### src/rtl/router_tx_buf_if.sv
// rtl/router_tx_buf_if.sv - PE-side and router-side stream signals of the tx buffer
interface router_tx_buf_if;
   logic [63:0] in_d;
   logic        in_valid;
   logic        in_last;
   logic        in_bp;
   logic [63:0] q;
   logic        q_valid;
   logic        q_bp;
   logic        q_sof;

   modport slave (
      input  in_d, in_valid, in_last, q_bp,
      output in_bp, q, q_valid, q_sof
   );

   modport master (
      output in_d, in_valid, in_last, q_bp,
      input  in_bp, q, q_valid, q_sof
   );
endinterface

### src/rtl/router_tx_buf.sv
// rtl/router_tx_buf.sv - store-and-forward PE-to-router tx buffer with SOF marking
module router_tx_buf #(
   parameter int DEPTH = 16,
   parameter int AFULL = 2
) (
   input logic            clk,
   input logic            rst_n,
   router_tx_buf_if.slave bus
);
   localparam int AW = $clog2(DEPTH);
   localparam logic [AW:0] PTR_ONE = (AW+1)'(1);
   localparam logic [AW:0] DEPTH_W = (AW+1)'(DEPTH);
   localparam logic [AW:0] AFULL_W = (AW+1)'(AFULL);

   typedef enum logic {IDLE, SEND} state_t;

   state_t      state_q, state_d;
   logic [64:0] mem [DEPTH];
   logic [AW:0] wr_ptr, rd_ptr, count, count_next, free_next;
   logic [AW:0] pkt_cnt, pkt_cnt_next;
   logic [64:0] rd_word;
   logic        full, empty, wr_en, rd_en, rd_last, wr_last;
   logic        bp_q, sof_pend, sof_pend_d, ovf_err;
   logic [63:0] q_r;
   logic        q_valid_r, q_sof_r, in_bp_r;

   assign count      = wr_ptr - rd_ptr;
   assign full       = (wr_ptr[AW] != rd_ptr[AW]) && (wr_ptr[AW-1:0] == rd_ptr[AW-1:0]);
   assign empty      = (wr_ptr == rd_ptr);
   assign wr_en      = bus.in_valid && !full;
   assign wr_last    = wr_en && bus.in_last;
   assign rd_word    = mem[rd_ptr[AW-1:0]];
   assign rd_last    = rd_word[64];
   assign count_next = count + {{AW{1'b0}}, wr_en} - {{AW{1'b0}}, rd_en};
   assign free_next  = DEPTH_W - count_next;

   always_comb begin
      pkt_cnt_next = pkt_cnt;
      case ({wr_last, rd_en && rd_last})
         2'b10:   pkt_cnt_next = pkt_cnt + PTR_ONE;
         2'b01:   pkt_cnt_next = pkt_cnt - PTR_ONE;
         default: pkt_cnt_next = pkt_cnt;
      endcase
   end

   // A full FIFO with no complete packet can only drain by cut-through.
   always_comb begin
      state_d    = state_q;
      sof_pend_d = sof_pend;
      rd_en      = 1'b0;
      case (state_q)
         IDLE: begin
            if (pkt_cnt != '0 || full) begin
               state_d    = SEND;
               sof_pend_d = 1'b1;
            end
         end
         SEND: begin
            if (!bp_q && !empty) begin
               rd_en      = 1'b1;
               sof_pend_d = 1'b0;
               if (rd_last) begin
                  sof_pend_d = 1'b1;
                  if (pkt_cnt == PTR_ONE && !wr_last) state_d = IDLE;
               end
            end
         end
         default: state_d = IDLE;
      endcase
   end

   always_ff @(posedge clk) begin
      if (wr_en) mem[wr_ptr[AW-1:0]] <= {bus.in_last, bus.in_d};
   end

   always_ff @(posedge clk or negedge rst_n) begin
      if (!rst_n) begin
         state_q   <= IDLE;
         wr_ptr    <= '0;
         rd_ptr    <= '0;
         pkt_cnt   <= '0;
         bp_q      <= 1'b0;
         sof_pend  <= 1'b0;
         ovf_err   <= 1'b0;
         in_bp_r   <= 1'b0;
         q_r       <= '0;
         q_valid_r <= 1'b0;
         q_sof_r   <= 1'b0;
      end else begin
         state_q  <= state_d;
         sof_pend <= sof_pend_d;
         pkt_cnt  <= pkt_cnt_next;
         bp_q     <= bus.q_bp;
         ovf_err  <= ovf_err | (bus.in_valid & full);
         in_bp_r  <= (free_next <= AFULL_W);
         if (wr_en) wr_ptr <= wr_ptr + PTR_ONE;
         if (rd_en) begin
            rd_ptr    <= rd_ptr + PTR_ONE;
            q_r       <= rd_word[63:0];
            q_valid_r <= 1'b1;
            q_sof_r   <= sof_pend;
         end else begin
            q_valid_r <= 1'b0;
            q_sof_r   <= 1'b0;
         end
      end
   end

   assign bus.q       = q_r;
   assign bus.q_valid = q_valid_r;
   assign bus.q_sof   = q_sof_r;
   assign bus.in_bp   = in_bp_r;
endmodule

### src/flat_wrapper.sv
// flat-port wrapper written by rule: the top's interface ports become plain ports
module router_tx_buf_flat 
#(
   parameter int DEPTH = 16,
   parameter int AFULL = 2
)
  (clk, rst_n, bus_in_d, bus_in_valid, bus_in_last, bus_q_bp, bus_in_bp, bus_q, bus_q_valid, bus_q_sof);
  router_tx_buf_if bus_i ();
  input logic clk;
  input logic rst_n;
  input wire logic [$bits(bus_i.in_d)-1:0] bus_in_d;
  input wire logic [$bits(bus_i.in_valid)-1:0] bus_in_valid;
  input wire logic [$bits(bus_i.in_last)-1:0] bus_in_last;
  input wire logic [$bits(bus_i.q_bp)-1:0] bus_q_bp;
  output wire logic [$bits(bus_i.in_bp)-1:0] bus_in_bp;
  output wire logic [$bits(bus_i.q)-1:0] bus_q;
  output wire logic [$bits(bus_i.q_valid)-1:0] bus_q_valid;
  output wire logic [$bits(bus_i.q_sof)-1:0] bus_q_sof;
  assign bus_i.in_d = bus_in_d;
  assign bus_i.in_valid = bus_in_valid;
  assign bus_i.in_last = bus_in_last;
  assign bus_i.q_bp = bus_q_bp;
  assign bus_in_bp = bus_i.in_bp;
  assign bus_q = bus_i.q;
  assign bus_q_valid = bus_i.q_valid;
  assign bus_q_sof = bus_i.q_sof;
  router_tx_buf #(.DEPTH(DEPTH), .AFULL(AFULL)) u_core (.clk(clk), .rst_n(rst_n), .bus(bus_i));
endmodule
### config.mk
export PLATFORM = sky130hd
export DESIGN_NAME = router_tx_buf_flat
export DESIGN_NICKNAME = d
export VERILOG_FILES = /design/src/rtl/router_tx_buf_if.sv /design/src/rtl/router_tx_buf.sv /design/src/flat_wrapper.sv
export SDC_FILE = /design/constraint.sdc
export NUM_CORES = 1
export LEC_CHECK = 0
export ABC_AREA = 1
export BUFFER_PORTS_ARGS = -buffer_cell sky130_fd_sc_hd__buf_2
export CORE_UTILIZATION = 31
export DETAILED_ROUTE_END_ITERATION = 8
export PLACE_DENSITY = 0.51
export SLEW_MARGIN = 20
export SYNTH_ARGS = -nofsm -noshare
export SYNTH_HDL_FRONTEND = slang
export SYNTH_SLANG_ARGS = --single-unit
### constraint.sdc
create_clock -name clk -period 9.28 [get_ports clk]
set_clock_uncertainty 0.05 [all_clocks]
set_input_delay 0.928 -clock clk [delete_from_list [all_inputs] [get_ports clk]]
set_output_delay 0.928 -clock clk [all_outputs]
set_load 0.02 [all_outputs]
# Word level (Yosys, flattened, before mapping)
# Memory sizes are Yosys's and may differ from the RTL's.
# Cells that the tools add are included.
[totals] inputBits=69 word_cells=59 ff_bits=85 ram_bits=1040 memories=1 output_inout_bits=67
[op_classes] n_lt_le_gt_ge=1 n_reduce_logical=14 n_addsub=8 eq_ne=8 mux=16 bitwise=1
[mem_list] name="u_core.mem" depth=16 width=65 rd=1 rd_ports_with_merged_regs=0 write_ports=1 line="router_tx_buf.sv:18" text="logic [64:0] mem [DEPTH];"
[ops] cell="$add A5 B1 Y5 const B" n=3
[ops] cell="$mux W1" n=13
[ops] cell="$pmux W5 S2" n=1
[ops] cell="$logic_and A1 B1 Y1" n=6
[ops] cell="$add A5 B1 Y5" n=1
[ops] cell="$eq A5 B1 Y1 const B" n=1
[ops] cell="$eq A5 B5 Y1" n=1
[ops] cell="$le A5 B2 Y1 const B" n=1
[ops] cell="$reduce_bool A5 Y1" n=1
[ops] cell="$sub A5 B1 Y5" n=1
[ops] cell="$sub A5 B1 Y5 const B" n=1
[ops] cell="$sub A5 B5 Y5" n=1
[ops] cell="$sub A5 B5 Y5 const A" n=1
[ops] cell="$eq A4 B4 Y1" n=1
[ops] cell="$logic_not A1 Y1" n=4
[ops] cell="$pmux W1 S2" n=2
[ops] cell="$eq A2 B1 Y1 const B" n=1
[ops] cell="$eq A2 B2 Y1 const B" n=1
[ops] cell="$ne A2 B1 Y1 const B" n=1
[ops] cell="$ne A2 B2 Y1 const B" n=1
[ops] cell="$reduce_and A2 Y1" n=1
[ops] cell="$reduce_bool A2 Y1" n=1
[ops] cell="$logic_or A1 B1 Y1" n=1
[ops] cell="$ne A1 B1 Y1" n=1
[ops] cell="$not A1 Y1" n=1

# Depth between registers and ports, before layout
# Gate-level depths: netlist of run 1.
[logic_depth] word_depth=11 mapped_depth=20 depth_no_buf=17

# Least setup slack after synthesis of run 1
# Ideal clock, no wire load.
[synth_path] kind="flip-flop to flip-flop" from="register u_core.rd_ptr[2]" to="memory u_core.mem[0][0], enable pin" required_ps=8742 path_slack_ps=4371 n_path_buf=2 setup_time_ps=488 path_stages_with_launch=12 arrival_ps=4371 synth_period_minus_slack_ps=4909 path_cell_list="dfrtp_1 -> buf_2 -> inv_1 -> clkbuf_1 -> ha_1 -> nand2_1 -> a21oi_1 -> nand3_2 -> nand2_2 -> inv_2 -> nand2_1 -> nor2_1"
[synth_via] elab_chain_cells=6
[synth_lines] item="start: declaration" line="router_tx_buf.sv:19" text="logic [AW:0] wr_ptr, rd_ptr, count, count_next, free_next;"
[synth_lines] item="start signal: assignment" line="router_tx_buf.sv:98" text="rd_ptr <= rd_ptr + PTR_ONE;"
[synth_lines] item="$eq A4 B4 Y1" line="router_tx_buf.sv:28" text="assign full = (wr_ptr[AW] != rd_ptr[AW]) && (wr_ptr[AW-1:0] == rd_ptr[AW-1:0]);"
[synth_lines] item="$logic_and A1 B1 Y1" line="router_tx_buf.sv:28"
[synth_lines] item="$logic_not A1 Y1" line="router_tx_buf.sv:30" text="assign wr_en = bus.in_valid && !full;"
[synth_lines] item="$logic_and A1 B1 Y1" line="router_tx_buf.sv:30"
[synth_lines] item="$mux W1" line="router_tx_buf.sv:73" text="if (wr_en) mem[wr_ptr[AW-1:0]] <= {bus.in_last, bus.in_d};"
[synth_lines] item="$mux W1 (implied by the code)" line="router_tx_buf.sv:73"
[synth_lines] item="end: declaration" line="router_tx_buf.sv:18"
# No other way between the ends.

# Worst setup path in the final report of run 1
[layout_path] from="register u_core.rd_ptr[2]" to="register u_core.in_bp_r (netlist: u_core.bus.in_bp)"
[layout_via] elab_chain_cells=8 elab_cells_between_ends=14 cone_classes="4 x add/sub; 1 x order compare; 2 x eq/ne; 2 x mux; 5 x reduce/logical"
[layout_lines] item="branches (longest 5 deep; another with $sub A5 B5 Y5)"
[layout_lines] item="$sub A5 B1 Y5 (*)" line="router_tx_buf.sv:34" text="assign count_next = count + {{AW{1'b0}}, wr_en} - {{AW{1'b0}}, rd_en};"
[layout_lines] item="$sub A5 B5 Y5 (*)" line="router_tx_buf.sv:35" text="assign free_next = DEPTH_W - count_next;"
[layout_lines] item="$le A5 B2 Y1 (*)" line="router_tx_buf.sv:95" text="in_bp_r <= (free_next <= AFULL_W);"
[layout_lines] item="end signal: assignment" line="router_tx_buf.sv:95"
[layout_lines] item="end: declaration" line="router_tx_buf.sv:25" text="logic q_valid_r, q_sof_r, in_bp_r;"
# Mark *: on every way between the ends.
# A chain may end at the register's enable or synchronous reset.

==> qor.csv, run 1 <==
stage,metric,value,unit
routing,drt-vias-per-instance,4.71,
floorplanning,start_util,0.314,
logic_synthesis,synth-compound-area-share,0.0692,
logic_synthesis,synth_nets,3937,
floorplanning,core-area,144000,um2
power,powerDensity,320,nW/um2
logic_synthesis,synth_warnings,0,
logic_synthesis,synth_cell_type_count,31,
job,maxCapViolCount,0,
clock_network,cts_tree,built,
sta,finalSetupTns,0,ns
logic_synthesis,synth_edf_count,1040,
power,netSwitchingFraction,0.372,
floorplanning,row_count,139,
routing,drt-initial-drc-count,2075,
logic_synthesis,synth.mux.area_fraction,0,
placed_design,io_buffers,135,
routing,ant_nets,0,
floorplanning,io_pins,136,
grt,grt_pass1_vias,27330,
logic_synthesis,synth-simple-area-share,0.152,
layout,drive_gt1_frac,0.0937,
routing,wl_per_cell,21.0,um
logic_synthesis,syn_avg_cell_area,11.8,um2
logic_synthesis,async_flop_share,0.0756,
clock_network,root_buffer,clkbuf_16,
routing,drt_wl_total,124000,um
logic_synthesis,synth_seq_area_share,0.737,
logic_synthesis,synth_cells,3848,
clock_network,clkLatencyLatePin,0.74,ns
sta,worst_slew_pin_slew,1.22,ns
critical_path,crit_required,9.88,ns
routing,drc,0,
sta,min_period,4.83,ns
grt,grt_pass1_wl,183000,um
sta,finalHoldViolations,0,
floorplanning,die_w,384,um
sta,period_share,0.521,
sta,finalSetupViolCount,0,
power,p_leak,18.2,nW
clock_network,post_cts_buffers,0,
clock_network,clk_pin_slew,0.06,ns
clock_network,clock-sinks,1125,
logic_synthesis,yosys.area_share.xor_xnor,0.00348,
power,vdd_drop_max,0.314,mV
layout,final_nets,4012,
grt,antenna_found_initial,19,
layout,area_growth,13.9,%
sta,clock.fmax,207,MHz
clock_network,cts-buffers-inserted,115,
routing,vias,27944,
logic_synthesis,synth_top_family_by_area,simple AND/OR/NAND/NOR gates,
clock_network,cts_resized,0,
clock_network,holdBufCountCts,0,
power,p_seq_frac,0.396,
floorplanning,die_h,384,um
placed_design,dp_cells,5708,
layout,stdcell_count,5929,
layout,layout.cells.most_common,edfxtp_1,
critical_path,crit_fanout,31,
sta,rsz0062_at_grt,no,
worst_hold_path,worstHoldPathType,primary input to asynchronous set/reset pin,
layout,final_cell_mix,"edfxtp_1, nor2_1, nand2_1",
critical_path,cp-end-kind,register,
logic_synthesis,synth-adder-area-share,0.00603,
power,p_int,0.0104,W
power,p_comb_frac,0.324,
logic_synthesis,syn-cell-area,45300,um2
power,p_clk_frac,0.280,
grt,grt-ovfl-total,0,
floorplanning,die_area,148000,um2
sta,slew_violations,0,
grt,grt_max_degree,214,
placed_design,globalplace.congestion,0.741,
critical_path,worstSetupPathType,register to register,
logic_synthesis,ys_ff_latch,1125,
routing,drtPass1Iterations,7,
critical_path,start_kind,register,
grt,grt_util_all_layers,0.166,
outcome,status,"finished, final reports clean",
logic_synthesis,ys_dominant_reg_cell,edfxtp_1,
power,p_sw,0.00614,W
placed_design,dpl.hpwl,60100,um
clock_network,cts_buffer_depth,3,
clock_network,htree_levels,3,
critical_path,critPathArrivalTime,5.43,ns
sta,relSlewSlack,0.188,
[final cells by class]
class / instances / area [um2]
Antenna cell: 4 / 10.0
Clock buffer: 152 / 3110
Clock inverter: 64 / 614
Fill cell: 13904 / 92600
Inverter: 99 / 405
Multi-Input combinational cell: 2402 / 10600
Sequential cell: 1125 / 33400
Tap cell: 1903 / 2380
Timing Repair Buffer: 180 / 1090
[flip-flops by register name, indices dropped and copies added, names as in the netlist]
name	flops
u_core.rd_ptr	5
u_core.bp_q	1
u_core.bus.in_bp	1
u_core.mem	1040
u_core.bus.q_sof	1
u_core.pkt_cnt	5
u_core.sof_pend	1
u_core.bus.q_valid	1
u_core.state_q	1
u_core.bus.q	64
u_core.wr_ptr	5
[power groups by stage]
stage	logic, W	registers [W]	clock network (W)
2_1_floorplan	0.00361	0.00669	0
3_3_place_gp	0.00542	0.00664	0
3_5_place_dp	0.00543	0.00665	0
4_1_cts	0.00545	0.00655	0.00472
5_1_grt	0.00603	0.00660	0.00489
6_report	0.00535	0.00654	0.00463
[through the flow]
step            util  setup WS [ns]  cell area [um2]  total power (W)  hold slack (ns)
6_report       0.357           4.45            51500           0.0165            0.237
5_1_grt        0.357           4.15            51500           0.0175            0.226
4_1_cts        0.357           4.39            51500           0.0167            0.195
3_5_place_dp   0.331           4.41            47800           0.0121            0.411
3_3_place_gp   0.331           4.35            47800           0.0121            0.407
2_1_floorplan      -           4.37            45300           0.0103            0.420
[critical path: stages (launching register included)]
cell     delay [ns]
dfrtp_4        0.71
inv_4          0.33
ha_1           0.42
nand2_1        0.07
a21oi_1        0.22
nand3_2        0.15
nand3_4        0.32
inv_4          0.35
fa_1           0.51
inv_1          0.08
fa_1           0.42
inv_1          0.07
ha_1           0.13
inv_1          0.06
fa_1           0.43
xor2_1         0.15
nand3_1        0.10
nor2_1         0.12
[per-layer routing]
layer / vias up / share of wire / track usage
met5: - / 0.00053 / 0
li1: 13406 / - / -
met2: 566 / 0.49 / 0.280
met3: 162 / 0.044 / 0.0242
met4: 12 / 0.019 / 0.0459
met1: 13798 / 0.45 / 0.223
[Yosys cell counts, types with 12 or more instances]
master / count / area [um2]
clkinv_1: 65 / 244
nand3_1: 144 / 721
nand2_1: 629 / 2360
xor2_1: 14 / 123
inv_1: 30 / 113
ha_1: 17 / 213
buf_2: 91 / 455
clkbuf_1: 89 / 334
buf_1: 16 / 60.1
o21ai_0: 282 / 1410
nor2_1: 991 / 3720
edfxtp_1: 1040 / 31200
buf_6: 14 / 158
o21ai_1: 238 / 1190
o211ai_1: 64 / 480
buf_4: 12 / 90.1
dfrtp_1: 85 / 2130
[path summary, 6_finish.rpt]
kind,cells after the start,to,slack [ns],start
min,1,u_core.bus.q[19],0.24,rst_n
min in group clk,1,u_core.bp_q,0.25,bus_q_bp
min reg2reg,2,u_core.bus.q[16],0.42,u_core.bus.q[16]
max reg2reg,17,u_core.bus.in_bp,4.45,u_core.rd_ptr[2]
max,17,u_core.bus.in_bp,4.45,u_core.rd_ptr[2]
max in group asynchronous,2,u_core.rd_ptr[1],7.65,rst_n
[kinds of logic after synthesis]
family | after synthesis
simple gates | 1772
flops | 1125
compound gates | 592
buf+inv | 321
fa+ha+maj | 20
xor+xnor | 18
Note: power is estimated with default switching activity, not from simulation.
==> inputs of run 2 (changes only) <==
Clock period 9.28 ns to 4.7 ns, I/O delays scaled along.
==> qor.csv, run 2 (synthesis results as in run 1) <==
stage,metric,value,unit,change
outcome,status,"finished, final reports clean",,
sta,min_period,3.75,ns,-1.08 ns
worst_hold_path,worstHoldPathType,primary input to register,,
grt,antenna_found_initial,24,,+5
routing,drc,0,,unchanged
clock_network,clk_pin_slew,0.06,ns,about the same
clock_network,clock-sinks,1125,,unchanged
critical_path,cp-end-kind,register,,
grt,grt_pass1_wl,186000,um,+1.5%
floorplanning,die_h,384,um,unchanged
placed_design,globalplace.congestion,0.724,,-2.3%
power,p_total,0.0330,W,+100%
floorplanning,die_area,148000,um2,unchanged
power,vdd_drop_max,0.489,mV,+56%
critical_path,crit_path_cell_trace,"buf_4, buf_12, nand3_1, nand2_1, nand2_1, nand2_1, inv_1, a21oi_1, ha_1, inv_1, nor2_1, nor2_1, o21ai_0, xor2_1, inv_1",,
critical_path,worstSetupPathType,register to register,,
critical_path,critPathArrivalTime,4.29,ns,-1.14 ns
grt,grt_pass1_vias,28023,,+2.5%
clock_network,clkLatencyLatePin,0.74,ns,about the same
job,maxCapViolCount,0,,unchanged
sta,rsz0062_at_grt,no,,
layout,final_nets,4047,,+0.87%
sta,worst_slew_pin_slew,1.30,ns,+0.0806 ns
sta,hold_slack,0.0641,ns,-0.173 ns
critical_path,crit_family,buffers and inverters,,
routing,drt-initial-drc-count,2572,,+24%
placed_design,dp_cells,5726,,+0.32%
routing,drtPass1Iterations,5,,-2
critical_path,r2r_setup_slack,0.95,ns,-3.50 ns
power,p_leak,18.5,nW,+1.4%
layout,final_util,0.361,,+0.00333
grt,grt-ovfl-total,0,,unchanged
routing,drt-vias-per-instance,4.77,,+1.2%
critical_path,slowest_stage,buf_12,,
routing,drt_wl_total,126000,um,+1.6%
layout,largest_register_ff_count,1040,,unchanged
sta,period_share,0.799,,+0.278
critical_path,start_kind,register,,
sta,finalSetupViolCount,0,,unchanged
layout,area_growth,14.9,%,
layout,drive_gt1_frac,0.100,,+0.00673
routing,ant_nets,0,,unchanged
placed_design,io_buffers,135,,unchanged
routing,wl_per_cell,21.2,um,+0.97%
critical_path,crit_fanout,199,,+540%
critical_path,crit_required,5.24,ns,-4.64 ns
grt,grt_max_degree,227,,+6.1%
sta,finalHoldViolations,0,,unchanged
layout,stdcell_count,5968,,+0.66%
critical_path,slowest_delay,0.83,ns,+0.12 ns
placed_design,dpl.hpwl,59100,um,-1.6%
clock_network,cts_resized,0,,unchanged
layout,final_cell_mix,"edfxtp_1, nor2_1, nand2_1",,
routing,vias,28472,,+1.9%
floorplanning,row_count,139,,unchanged
clock_network,root_buffer,clkbuf_16,,
critical_path,path_buf_inv,5,,unchanged
clock_network,cts_tree,built,,
sta,clock.fmax,266,MHz,+29%
floorplanning,io_pins,136,,unchanged
floorplanning,start_util,0.314,,unchanged
floorplanning,core-area,144000,um2,unchanged
clock_network,htree_levels,3,,unchanged
sta,finalSetupTns,0,ns,unchanged
clock_network,cts-buffers-inserted,119,,+3.5%
clock_network,cts_buffer_depth,3,,unchanged
floorplanning,die_w,384,um,unchanged
grt,grt_util_all_layers,0.170,,+0.00348
sta,relSlewSlack,0.135,,-0.0537
power,powerDensity,634,nW/um2,+98%
sta,slew_violations,0,,unchanged
layout,layout.cells.most_common,edfxtp_1,,
run 2: per-stage QoR:
stage | cell area [um2] | setup slack [ns]
floorplan | 45300 | -0.209
finish | 52000 | 0.945
CTS | 52000 | 0.941
detailed placement | 47900 | 0.927
global route | 52000 | 0.674
global placement | 47900 | 0.907
run 2: worst paths after layout:
| check | start | endpoint | cells after the start |
|---|---|---|---|
| setup / recovery | u_core.rd_ptr[1] | u_core.pkt_cnt[2] | 15 |
| hold / removal | bus_in_d[8] | u_core.mem[15][8] | 1 |
| setup reg to reg | u_core.rd_ptr[1] | u_core.pkt_cnt[2] | 15 |
| hold reg to reg | u_core.bus.q[21] | u_core.bus.q[21] | 2 |
| max in group asynchronous | rst_n | u_core.rd_ptr[2] | 3 |
| min in group asynchronous | rst_n | u_core.bus.q[19] | 2 |
run 2: final cells by class:
class | instances | area [um2]
Sequential cell | 1125 | 33400
Antenna cell | 4 | 10.0
Timing Repair Buffer | 211 | 1390
Fill cell | 14021 | 92200
Inverter | 99 | 405
Tap cell | 1903 | 2380
Clock buffer | 162 | 3260
Multi-Input combinational cell | 2402 | 10600
Clock inverter | 62 | 643
run 2: where the power goes:
group	internal, W	switching, W
sequential	0.0123	0.000476
clock	0.00545	0.00393
combinational	0.00306	0.00780
run 2: per-layer routing:
layer	routed length [um]	track usage	vias to the layer above	part of all wire
li1	-	-	13465	-
met1	57100	0.226	14133	0.45
met2	60300	0.285	671	0.48
met3	6170	0.0266	185	0.049
met4	2730	0.0492	18	0.022
met5	104	0	-	0.00082
run 2: repair_timing:
item | in CTS | in global routing
hold buffers | 13 | 0
buffers inserted | 0 | 0
endpoints found under the setup margin | 0 | 0
endpoints found under the hold margin | 101 | 0
run 2: worst register-to-register path: stages, from the launching register on:
cell	delay [ns]
dfrtp_4	0.58
buf_4	0.58
buf_12	0.89
nand3_1	0.24
nand2_1	0.10
nand2_1	0.05
nand2_1	0.08
inv_1	0.05
a21oi_1	0.16
ha_1	0.28
inv_1	0.10
nor2_1	0.10
nor2_1	0.06
o21ai_0	0.10
xor2_1	0.16
inv_1	0.05
